`src/rtl/gpr_ctx_engine.sv`:
```
// Context save/restore engine: streams GPRs out to consecutive bus words or back in.
// Save: 2 cycles/register; restore: 3 cycles/register (no wait states); holds the access until bus_rdy.
module gpr_ctx_engine #(
  parameter int REG_NUM    = 32,
  parameter int REG_ADDR_W = 5,
  parameter int DATA_W     = 32,
  parameter int BUS_ADDR_W = 30
) (
  input  logic                  clk,
  input  logic                  reset,
  input  logic                  start,
  input  logic                  mode,
  input  logic [BUS_ADDR_W-1:0] base_addr,
  output logic                  busy,
  output logic                  done,
  output logic [REG_ADDR_W-1:0] gpr_rd_addr,
  input  logic [DATA_W-1:0]     gpr_rd_data,
  output logic                  gpr_we_,
  output logic [REG_ADDR_W-1:0] gpr_wr_addr,
  output logic [DATA_W-1:0]     gpr_wr_data,
  output logic                  bus_req,
  input  logic                  bus_grnt,
  output logic                  bus_as,
  output logic                  bus_rw,
  output logic [BUS_ADDR_W-1:0] bus_addr,
  output logic [DATA_W-1:0]     bus_wr_data,
  input  logic [DATA_W-1:0]     bus_rd_data,
  input  logic                  bus_rdy
);

  typedef enum logic [2:0] {S_IDLE, S_REQ, S_XFER, S_WB, S_DONE} state_t;

  localparam logic [REG_ADDR_W-1:0] LAST_IDX = REG_ADDR_W'(REG_NUM - 1);

  state_t                  state_q;
  logic                    mode_q;
  logic [BUS_ADDR_W-1:0]   base_q;
  logic [REG_ADDR_W-1:0]   idx_q;
  logic                    busy_q, done_q, bus_req_q, bus_as_q, bus_rw_q, gpr_we_q;
  logic [BUS_ADDR_W-1:0]   bus_addr_q;
  logic [DATA_W-1:0]       rd_word_q;

  logic [BUS_ADDR_W-1:0]   addr_d;
  logic [REG_ADDR_W-1:0]   idx_d;
  logic                    last_d;

  // Address wraps naturally through truncation to BUS_ADDR_W bits.
  always_comb begin
    addr_d = base_q + BUS_ADDR_W'(idx_q);
    idx_d  = idx_q + 1'b1;
    last_d = (idx_q == LAST_IDX);
  end

  always_ff @(posedge clk) begin
    if (reset) begin
      state_q    <= S_IDLE;
      mode_q     <= 1'b0;
      base_q     <= '0;
      idx_q      <= '0;
      busy_q     <= 1'b0;
      done_q     <= 1'b0;
      bus_req_q  <= 1'b0;
      bus_as_q   <= 1'b0;
      bus_rw_q   <= 1'b1;
      bus_addr_q <= '0;
      gpr_we_q   <= 1'b1;
      rd_word_q  <= '0;
    end else begin
      done_q <= 1'b0;
      case (state_q)
        S_IDLE: begin
          // done_q gating drops a start that coincides with the completion pulse.
          if (start && !done_q) begin
            mode_q    <= mode;
            base_q    <= base_addr;
            idx_q     <= '0;
            busy_q    <= 1'b1;
            bus_req_q <= 1'b1;
            state_q   <= S_REQ;
          end
        end
        S_REQ: begin
          if (bus_grnt) begin
            bus_as_q   <= 1'b1;
            bus_addr_q <= addr_d;
            bus_rw_q   <= mode_q;
            state_q    <= S_XFER;
          end
        end
        S_XFER: begin
          if (!bus_as_q) begin
            bus_as_q   <= 1'b1;
            bus_addr_q <= addr_d;
          end else if (bus_rdy) begin
            bus_as_q <= 1'b0;
            if (mode_q) begin
              rd_word_q <= bus_rd_data;
              gpr_we_q  <= 1'b0;
              state_q   <= S_WB;
            end else if (last_d) begin
              state_q <= S_DONE;
            end else begin
              idx_q <= idx_d;
            end
          end
        end
        S_WB: begin
          gpr_we_q <= 1'b1;
          if (last_d) begin
            state_q <= S_DONE;
          end else begin
            idx_q   <= idx_d;
            state_q <= S_XFER;
          end
        end
        S_DONE: begin
          bus_req_q <= 1'b0;
          bus_as_q  <= 1'b0;
          busy_q    <= 1'b0;
          done_q    <= 1'b1;
          state_q   <= S_IDLE;
        end
        default: state_q <= S_IDLE;
      endcase
    end
  end

  assign busy        = busy_q;
  assign done        = done_q;
  assign bus_req     = bus_req_q;
  assign bus_as      = bus_as_q;
  assign bus_rw      = bus_rw_q;
  assign bus_addr    = bus_addr_q;
  assign gpr_rd_addr = idx_q;
  assign bus_wr_data = gpr_rd_data;
  assign gpr_we_     = gpr_we_q;
  assign gpr_wr_addr = idx_q;
  assign gpr_wr_data = rd_word_q;

endmodule

```
`config.mk`:
```
export PLATFORM = sky130hd
export DESIGN_NAME = gpr_ctx_engine
export DESIGN_NICKNAME = d
export VERILOG_FILES = /design/src/rtl/gpr_ctx_engine.sv
export SDC_FILE = /design/constraint.sdc
export NUM_CORES = 1
export LEC_CHECK = 0
export ABC_AREA = 1
export CAP_MARGIN = 40
export CELL_PAD_IN_SITES_DETAIL_PLACEMENT = 1
export CELL_PAD_IN_SITES_GLOBAL_PLACEMENT = 1
export CORE_ASPECT_RATIO = 1.25
export CORE_MARGIN = 3
export CORE_UTILIZATION = 31
export CTS_CLUSTER_SIZE = 28
export DETAILED_ROUTE_END_ITERATION = 10
export PLACE_DENSITY_LB_ADDON = 0.1
export SETUP_SLACK_MARGIN = 0.02
export SLEW_MARGIN = 20
export SYNTH_ARGS = -nofsm -noshare
export SYNTH_HDL_FRONTEND = slang
export SYNTH_SLANG_ARGS = --single-unit
export TNS_END_PERCENT = 30
```
`constraint.sdc`:
```
create_clock -name clk -period 2.4 [get_ports clk]
set_input_delay 0.48 -clock clk [delete_from_list [all_inputs] [get_ports clk]]
set_output_delay 0.48 -clock clk [all_outputs]
set_load 0.005 [all_outputs]
```
### Yosys cells after proc, flatten, opt, wreduce, memory -nomap -nowiden

Index checks and enable logic that the tools add are counted.

* register bits: 106
* bits of input ports: 100
* output and inout bits: 110
* word-level logic and storage cells: 71

* add/subtract/negate cells: 2
* equality and inequality tests: 13
* mux-type cells: 28
* reduce and logical (&&, ||, !) cells: 17

Operators by type and width (number)
* $mux W30: 2
* $pmux W30 S2: 1
* $add A30 B5 Y30: 1
* $mux W5: 5
* $mux W3: 7
* $pmux W5 S3: 1
* $ne A2 B2 Y1 const B: 7
* $pmux W3 S4: 1
* $reduce_and A5 Y1: 2
* $mux W1: 8
* $reduce_and A2 Y1: 4
* $reduce_and A4 Y1: 2
* $eq A3 B2 Y1 const B: 2
* $reduce_bool A2 Y1: 3
* $reduce_bool A3 Y1: 2
* $add A5 B1 Y5 const B: 1
* $eq A5 B5 Y1 const B: 1
* $pmux W1 S2: 2
* $eq A3 B1 Y1 const B: 1
* $eq A3 B3 Y1 const B: 1
* $logic_not A3 Y1: 1
* $ne A3 B3 Y1 const B: 1
* $pmux W1 S3: 1
* $reduce_and A3 Y1: 1
* 2 further kinds: 2

### Depth between registers and ports, before layout

* depth in word-level cells: 6
* mapped depth: 13
* depth with buffers taken out: 13

### Worst setup path after synthesis

OpenSTA, ideal clock, no wires.

* path type: register to register
* start point: register idx_q[0] (netlist: gpr_rd_addr[0])
* end point: register bus_addr_q[28] (netlist: bus_addr[28])
* library setup time: 109 ps
* data arrival time: 1792 ps
* data required time: 2291 ps
* path slack: 499 ps
* cell stages (with the launch flop): 14
* buffers on the path: 0
* period minus slack after synthesis: 1901 ps
* cell sequence: dfxtp_1 > ha_1 > inv_1 > fa_1 > inv_1 > nand2_1 > nand2_1 > nand3_1 > nand2_1 > nand3_1 > nand2_1 > nand3_1 > nand2_1 > inv_1

* longest elaborated chain between the ends: 3
* elaborated cells on any way between the ends: 4
* classes of those cells: add/sub (1); mux (3)

RTL lines
* start: declaration: line 38 `logic [REG_ADDR_W-1:0] idx_q;`
* start signal: assignment: line 103 `idx_q <= idx_d;`
* start signal: assignment: line 112 `idx_q <= idx_d;`
* $add A30 B5 Y30 (*): line 49 `addr_d = base_q + BUS_ADDR_W'(idx_q);`
* $mux W30, on equally long branches: line 91, 83
* $pmux W30 S2 (*): line 70 `case (state_q)`
* end signal: assignment: line 85 `bus_addr_q <= addr_d;`
* end signal: assignment: line 93 `bus_addr_q <= addr_d;`
* end: declaration: line 40 `logic [BUS_ADDR_W-1:0] bus_addr_q;`

Mark *: on every way between the ends. The rest lies on a longest branch, timed or not. The select of a mux whose other input is x is not followed.
A chain may end at the register's enable or synchronous reset.

### Worst setup path after layout

Same ends and word-level chain as after synthesis.

==> qor.yml <==
finalHoldViolCount: 0
wl_per_cell_um: 16.2
syn-num-nets: 916
cap_violations: 0
crit_type: "flop to flop"
grt_pass1_vias: 5786
nNetsFinal: 1010
fin_skew_ns: 0.00731
finalMaxSlewViolations: 0
end_kind: "flop"
drt-initial-drc-count: 203
cts_resized: 0
via_count: 5409
avgViaCountPerCell: 4.78
nFillCells: 2231
ctsLongestPathBuffers: 2
die_w_um: 127
fp.dieH_um: 157
antenna_found_initial: 2
start_util: 0.319
synth_edf_count: 0
reg2reg_slack_ns: 0.27
hold_class: "flop to flop"
wirelength_mm: 18.3
period_share: 0.889
numCtsBuffers: 9
cellPowerDensity_mw_per_mm2: 1030
tns_ns: 0
dp_hpwl_mm: 14.3
cp-start-kind: "flop"
num_rows: 54
dr.pass1.iters: 4
cp_max_fo: 10
ys.flop_type: "dfxtp_1"
async_flop_share: 0
overflow: 0
yosysWarnings: 0
final_cells: 1131
grt_pass1_wl_mm: 29.8
drc: 0
die_area_mm2: 0.0198
diodes: 0
synth_seq_cells: 106
setup_viol: 0
num_io_pins: 210
tightest_slew_ns: 0.565
rsz0062_at_grt: "no"
outcome: "complete, no violations"
yosysSeqAreaShare: 0.377
finalPower_mw: 7.44
post_cts_buffers: 0
drive_above_1_share: 0.0650
layout_commonest_cell: "nand2_1"
cts.sinks: 106
clk_transition_reported_paths_ns: 0.07
fin_ws_ns: 0.266
irDropWorstVdd_mv: 0.417
netlist_instances: 808
place_congestion: 0.871
p_leak_nw: 2.86
root_buffer: "clkbuf_16"
critPathRequiredTime_ns: 2.67
mostFrequentLayoutCells: "nand2_1, clkdlybuf4s50_1, nor2_1, inv_1, dfxtp_1"
cts_tree: "yes"
fmax_mhz: 469
place_inst: 1115
postCtsHoldBufs: 0
coreArea_mm2: 0.0176
slew_headroom: 0.619
cp.arrival_ns: 2.40
ant_nets: 0
syn_avg_cell_area_um2: 6.96
cts-htree-levels: 3
post_synth_num_cell_types: 36
clkLatencyLatePin_ns: 0.36
grt_max_degree: 70
finalCriticalPeriod_ns: 2.13
synth_area_mm2: 0.00563
syn2layout_area_growth_pct: 29.0
portBuffers: 145
pre_cts_slack_ns: 0.146
track_usage: 0.188
[where the power goes]
part | internal, mW | total [mW] | leakage (nW) | switching [mW]
clock | 0.710 | 1.43 | 0.132 | 0.721
sequential | 2.33 | 2.79 | 0.867 | 0.459
combinational | 1.37 | 3.22 | 1.86 | 1.85
[cell families (layout without fill, tap and decap cells)]
family	Yosys count	count (layout)	synth area share
AND/OR/NAND/NOR	366	366	0.278
buffers and inverters	185	284	0.160
AO/OA/AOI/OAI	138	138	0.158
flip-flops	106	106	0.377
adder cells (fa/ha/maj)	8	8	0.0191
XOR/XNOR	5	5	0.00778
[cells in the mapped netlist (2+ instances only)]
| cell type | count | area [µm²] |
|---|---|---|
| nand2_4 | 3 | 33.8 |
| xor2_1 | 4 | 35.0 |
| nor3_1 | 2 | 10.0 |
| a21oi_1 | 47 | 235 |
| buf_6 | 7 | 78.8 |
| clkbuf_1 | 22 | 82.6 |
| nor2_1 | 128 | 480 |
| inv_2 | 3 | 11.3 |
| buf_4 | 38 | 285 |
| ha_1 | 7 | 87.6 |
| nand3b_1 | 3 | 22.5 |
| dfxtp_1 | 106 | 2120 |
| nand2_1 | 152 | 571 |
| and2_1 | 2 | 12.5 |
| buf_1 | 2 | 7.51 |
| o211ai_1 | 2 | 15.0 |
| nand3_2 | 4 | 40.0 |
| nand4_1 | 13 | 81.3 |
| o41ai_1 | 31 | 272 |
| buf_2 | 3 | 15.0 |
| a21oi_2 | 14 | 123 |
| inv_1 | 109 | 409 |
| nand3_1 | 53 | 265 |
| or2_2 | 2 | 12.5 |
| o21ai_0 | 39 | 195 |
| nor2_4 | 2 | 22.5 |
[sequential cells by signal (all words and copies together) (netlist names)]
name,count
gpr_wr_data,32
base_q,30
bus_addr,30
gpr_rd_addr,5
state_q,3
bus_as,1
bus_req,1
bus_rw,1
done,1
gpr_we_,1
mode_q,1
[final cells by class]
cell class              count  area [µm²]  area share
multi-input cells         517        2610       0.360
clock inverters             7        51.3     0.00707
well taps                 224         280      0.0386
repair buffers            155        1540       0.212
flip-flops and latches    106        2120       0.292
clock buffers               9         225      0.0310
inverters                 113         429      0.0591
[final timing paths]
check            startpoint            to  cells after the start
max          gpr_rd_addr[0]  bus_addr[28]                     13
min             bus_addr[1]   bus_addr[1]                      2
max reg2reg  gpr_rd_addr[0]  bus_addr[28]                     13
min reg2reg     bus_addr[1]   bus_addr[1]                      2
[through the flow]
step / hold WS [ns] / cell area [µm²] / util
3_5_place_dp: 0.463 / 6980 / 0.396
3_3_place_gp: 0.454 / 6980 / 0.396
5_1_grt: 0.497 / 7260 / 0.411
6_report: 0.470 / 7260 / 0.411
2_1_floorplan: 0.444 / 5630 / -
4_1_cts: 0.474 / 7250 / 0.411
[layer usage]
layer  vias to the layer above  share of wire  track usage
li1                       2750              -            -
met1                      2484           0.42        0.214
met2                       141           0.48        0.327
met3                        30          0.071       0.0659
met4                         4          0.022       0.0675
met5                         -         0.0015            0
[critical path, cell delays in order, from the launching register on]
cell and delay [ns]:
dfxtp_1 0.44, ha_1 0.23, inv_1 0.07, fa_1 0.40, inv_1 0.12, nand2_1 0.09, nand2_1 0.09, nand3_1 0.09
nand2_2 0.18, nand3_1 0.10, nand2_1 0.08, nand3_1 0.06, nand2_1 0.06, inv_1 0.03
(Power assumes the default switching activity.)
